### config.mk
export PLATFORM = sky130hd
export DESIGN_NAME = minrv32_mem_arbiter
export DESIGN_NICKNAME = d
export VERILOG_FILES = /design/src/rtl/minrv32_mem_pkg.sv /design/src/rtl/minrv32_mem_watchdog.sv /design/src/rtl/minrv32_mem_arbiter.sv
export SDC_FILE = /design/constraint.sdc
export NUM_CORES = 1
export LEC_CHECK = 0
export BUFFER_PORTS_ARGS = -buffer_cell sky130_fd_sc_hd__buf_2
export CAP_MARGIN = 20
export CORE_MARGIN = 5
export CORE_UTILIZATION = 33
export DETAILED_ROUTE_END_ITERATION = 6
export MAX_ROUTING_LAYER = met4
export PLACE_DENSITY = 0.72
export SETUP_SLACK_MARGIN = 0.2
export SLEW_MARGIN = 40
export SYNTH_ARGS = -nofsm -noshare
export SYNTH_HDL_FRONTEND = slang
export SYNTH_SLANG_ARGS = --single-unit
### constraint.sdc
create_clock -name clk -period 1.93 [get_ports clk]
set_input_delay 0.386 -clock clk [delete_from_list [all_inputs] [get_ports clk]]
set_output_delay 0.386 -clock clk [all_outputs]
set_load 0.03 [all_outputs]
### src/rtl/minrv32_mem_pkg.sv
// Shared types and widths for the minrv32 memory-port arbiter.
package minrv32_mem_pkg;

   typedef enum logic [1:0] {
      IDLE   = 2'd0,
      BUSY_I = 2'd1,
      BUSY_D = 2'd2
   } arb_state_e;

   localparam int MEM_AW = 32;
   localparam int MEM_DW = 32;
   localparam int MEM_SW = 4;

endpackage

### src/rtl/minrv32_mem_watchdog.sv
// Per-transaction wait counter: cleared outside BUSY, counts stalled cycles, saturates at TIMEOUT.
module minrv32_mem_watchdog #(
   parameter int TIMEOUT = 64
) (
   input  logic clk,
   input  logic resetn,
   input  logic clear,
   input  logic tick,
   output logic expire
);

   localparam int CW = (TIMEOUT > 0) ? $clog2(TIMEOUT + 1) : 1;
   localparam logic [CW-1:0] LIMIT = CW'(TIMEOUT);

   logic [CW-1:0] cnt;

   always_ff @(posedge clk or negedge resetn) begin
      if (!resetn) begin
         cnt <= '0;
      end else if (clear) begin
         cnt <= '0;
      end else if (tick && (cnt != LIMIT)) begin
         cnt <= cnt + CW'(1);
      end
   end

   // TIMEOUT == 0 disables the watchdog entirely
   assign expire = (TIMEOUT > 0) && (cnt == LIMIT);

endmodule

### src/rtl/minrv32_mem_arbiter.sv
// Two-requester arbiter (fetch / load-store) onto a single picorv32-style memory port.
//  state  | meaning
//  IDLE   | no transaction; arbitrate and latch the winner's request
//  BUSY_I | fetch in flight, waiting for mem_ready or watchdog expiry
//  BUSY_D | load/store in flight, waiting for mem_ready or watchdog expiry
module minrv32_mem_arbiter
   import minrv32_mem_pkg::*;
#(
   parameter int MAX_D_STREAK = 4,
   parameter int TIMEOUT      = 64
) (
   input  logic              clk,
   input  logic              resetn,
   input  logic              i_valid,
   input  logic [MEM_AW-1:0] i_addr,
   output logic              i_ready,
   output logic [MEM_DW-1:0] i_rdata,
   input  logic              d_valid,
   input  logic [MEM_AW-1:0] d_addr,
   input  logic [MEM_DW-1:0] d_wdata,
   input  logic [MEM_SW-1:0] d_wstrb,
   output logic              d_ready,
   output logic [MEM_DW-1:0] d_rdata,
   output logic              mem_valid,
   output logic              mem_instr,
   output logic [MEM_AW-1:0] mem_addr,
   output logic [MEM_DW-1:0] mem_wdata,
   output logic [MEM_SW-1:0] mem_wstrb,
   input  logic              mem_ready,
   input  logic [MEM_DW-1:0] mem_rdata,
   output logic              timeout_err,
   output logic              err_sticky
);

   localparam int SW = $clog2(MAX_D_STREAK + 1);
   localparam logic [SW-1:0] STREAK_MAX = SW'(MAX_D_STREAK);

   arb_state_e    state;
   logic [SW-1:0] streak;
   logic          busy;
   logic          expire;
   logic          done;
   logic          i_win;

   assign busy = (state != IDLE);

   minrv32_mem_watchdog #(
      .TIMEOUT (TIMEOUT)
   ) u_watchdog (
      .clk    (clk),
      .resetn (resetn),
      .clear  (!busy),
      .tick   (busy && !mem_ready),
      .expire (expire)
   );

   assign done  = busy && (mem_ready || expire);
   assign i_win = i_valid && (!d_valid || (streak == STREAK_MAX));

   // A requester that withdrew its valid gets no ready; the transaction still retires
   assign i_ready     = (state == BUSY_I) && done && i_valid;
   assign d_ready     = (state == BUSY_D) && done && d_valid;
   assign i_rdata     = (i_ready && mem_ready) ? mem_rdata : '0;
   assign d_rdata     = (d_ready && mem_ready) ? mem_rdata : '0;
   assign timeout_err = busy && expire && !mem_ready;

   always_ff @(posedge clk or negedge resetn) begin
      if (!resetn) begin
         state      <= IDLE;
         streak     <= '0;
         mem_valid  <= 1'b0;
         mem_instr  <= 1'b0;
         mem_addr   <= '0;
         mem_wdata  <= '0;
         mem_wstrb  <= '0;
         err_sticky <= 1'b0;
      end else begin
         if (timeout_err) begin
            err_sticky <= 1'b1;
         end
         if (!i_valid) begin
            streak <= '0;
         end
         case (state)
            IDLE: begin
               if (i_win) begin
                  state     <= BUSY_I;
                  mem_valid <= 1'b1;
                  mem_instr <= 1'b1;
                  mem_addr  <= i_addr;
                  mem_wdata <= '0;
                  mem_wstrb <= '0;
                  streak    <= '0;
               end else if (d_valid) begin
                  state     <= BUSY_D;
                  mem_valid <= 1'b1;
                  mem_instr <= 1'b0;
                  mem_addr  <= d_addr;
                  mem_wdata <= d_wdata;
                  mem_wstrb <= d_wstrb;
                  if (i_valid && (streak != STREAK_MAX)) begin
                     streak <= streak + SW'(1);
                  end
               end
            end
            default: begin
               if (done) begin
                  state     <= IDLE;
                  mem_valid <= 1'b0;
                  mem_instr <= 1'b0;
               end
            end
         endcase
      end
   end

endmodule

==> flow_metrics.tcl <==
set metrics [dict create \
    crit_type "reg2out" \
    synth-main-ff-cell "dfrtp_1" \
    critPathArrivalTime_ps 1640 \
    die_w_um 126 \
    grt_pass1_wl_mm 25.9 \
    setup_slack_ps -98.1 \
    fillers 1167 \
    hp-class "in2reg" \
    setup_tns_ps -2360 \
    yosysWarnings 0 \
    clock-sinks 82 \
    worstMarginPinSlew_ps 315 \
    power_uw 9360 \
    synth_simple_gate_area_share_pct 25.8 \
    drt_wl_total_mm 17.8 \
    drtPass1Iterations 5 \
    grt_max_degree 67 \
    syn_area_sq_um 4440 \
    synthXorXnorAreaFrac_pct 0.394 \
    cts_root_buf "clkbuf_16" \
    ys_ff_latch 82 \
    p_per_area_nw_per_um2 1300 \
    clockBufferDepth 2 \
    vias_per_cell 5.37 \
    hold-worst-slack_ps 286 \
    critPathLaunch "state[0]" \
    async_reset_ff_share_pct 100 \
    wl_per_cell_um 19.3 \
    worst_clock_skew_ps 3.69 \
    dr.first_iter.drc_count 335 \
    grt_pass1_vias 4901 \
    crit_end "d_rdata[12]" \
    num_rows 42 \
    rsz0062_at_grt "yes" \
    fp.coreArea_sq_um 13200 \
    drv_cap 0 \
    dieArea_sq_um 15900 \
    fin_nets 876 \
    route.detailed.drc 0 \
    r2r_slack_ps 240 \
    final_util_pct 54.5 \
    period_needed_ps 2030 \
    crit_fanout 16 \
    slew_headroom_pct 79.0 \
    p_leak_uw 0.00343 \
    r2r_end "mem_addr[4]" \
    synth_top_family_by_area "simple AND/OR/NAND/NOR gates" \
    muxShareOfSynthArea_pct 0.451 \
    synth_edf_count 0 \
    drive_above_1_share_pct 55.7 \
    failed_checks "negative setup slack" \
    outcome "finished with violations" \
    register_area_sq_um 2050 \
    rr_worst_depth 6 \
    period_share_pct 105 \
    syn_nets 607 \
    synth-compound-area-share_pct 19.1 \
    numCtsBuffers 9 \
    hold_depth 3 \
    crit_path_start_kind "register" \
    timing.rr.start "state[1]" \
    num_vias 4945 \
    multi_input_area_sq_um 2310 \
    syn2layout_area_growth_pct 62.4 \
    finalHoldViolCount 0 \
    synth_cell_types 36 \
    antenna_found_initial 5 \
    ys_seq_area_share_pct 46.2 \
    maxSlewViolCount 0 \
    final_antenna_net_count 0 \
    syn_area_per_cell_sq_um 9.53 \
    vdd_drop_max_mv 0.634 \
    io_buffer_count 274 \
    io_pins 275 \
    clkLatencyLatePin_ps 340 \
    yosys.area_share.adder_pct 1.13 \
    syn-instance-count 466 \
    cts_tree "yes" \
    place.gp.congestion 0.937 \
    fmax_mhz 493 \
    clkTransAtPathRegs_ps 60 \
    start_util_pct 33.5 \
    dp_hpwl_mm 11.6 \
    grt_overflow 0 \
    finalSetupViolations 64 \
    grtUsageTotal_pct 20.8 \
    die_y_um 126 \
    htreeDepth 3 \
    crit_required_ps 1540 \
    end_kind "output pin" \
]
## worst max-delay path: stages, from the launching register on
cell       delay (ps)
dfrtp_2           420
and4b_2           380
clkbuf_16         200
and2_2            170
buf_6             130
## cell usage after synthesis, types with 4 or more instances
cell type / instances / area [sq um]
nand4_1: 33 / 206
clkbuf_1: 34 / 128
o2bb2ai_1: 37 / 324
ha_1: 4 / 50.1
inv_1: 7 / 26.3
buf_2: 11 / 55.1
buf_6: 9 / 101
nor2_1: 7 / 26.3
or3_1: 4 / 25.0
nand2_1: 10 / 37.5
o211ai_1: 29 / 218
dfrtp_1: 82 / 2050
o21ai_0: 35 / 175
and2_1: 65 / 407
nand3_1: 68 / 340
## flip-flops by register name, indices dropped and copies added (netlist names)
| signal | cells |
|---|---|
| streak | 3 |
| state | 2 |
| mem_wdata | 32 |
| err_sticky | 1 |
| u_watchdog.cnt | 7 |
| mem_wstrb | 4 |
| mem_addr | 32 |
| mem_valid | 1 |
## per-stage QoR
| stage | setup WS [ps] | cell area [sq um] | cells |
|---|---|---|---|
| floorplan | 163 | 4560 | 466 |
| global placement | 191 | 6160 | 886 |
| detailed placement | 135 | 6160 | 886 |
| CTS | -65.1 | 7040 | 912 |
| global route | -129 | 7210 | 921 |
| finish | -98.1 | 7210 | 921 |
## cells in the final DEF, fill, tap and decap left out, types with 13 or more instances in the layout
cell       count
nand3_1       68
o2bb2ai_1     37
buf_6         71
and2_4        48
dfrtp_1       80
buf_2        206
buf_4         20
o21ai_0       27
o211ai_1      29
clkbuf_16     13
nand4_1       33
and2_2        17
## cell families after synthesis
kind of cell,Yosys count
compound gates,115
fa+ha+maj,4
mux,2
xor+xnor,2
flops,82
simple gates,200
buf+inv,61
## where the power goes
part / switching [uW] / internal, uW
Clock: 690 / 993
Combinational: 3180 / 1660
Sequential: 390 / 2450
## how the worst min path moves through the flow
stage           startpoint             to  slack [ps]
3_5_place_dp        resetn   mem_addr[27]         300
5_1_grt         d_wdata[4]   mem_wdata[4]         270
2_1_floorplan       resetn     err_sticky          90
4_1_cts         d_wdata[4]   mem_wdata[4]         270
6_report       d_wdata[19]  mem_wdata[19]         290
3_3_place_gp        resetn   mem_addr[21]         310
## metal layers
layer | part of all wire [%] | global-route usage, % | up-vias
li1 | - | - | 2251
met3 | 7.7 | 4.45 | 50
met1 | 39 | 23.7 | 2353
met5 | 0 | - | -
met2 | 49 | 34.3 | 291
met4 | 4.3 | 10.8 | 0
## cell type report
cell class / instances / share of cell area [%]
clock inverters: 6 / 0.798
diodes: 5 / 0.173
multi-input cells: 323 / 32.0
well taps: 176 / 3.05
clock buffers: 10 / 3.17
flip-flops and latches: 82 / 28.5
inverters: 7 / 0.364
repair buffers: 312 / 32.0
## repair_timing
item | CTS | global route
buffers inserted | 7 | 0
gates resized for setup | 162 | 46
cloned | 2 | 4
endpoints found under the hold margin | 19 | 0
pin swaps | 14 | 36
endpoints found under the setup margin | 67 | 104
hold buffers | 1 | 0
(Power assumes the default switching activity.)
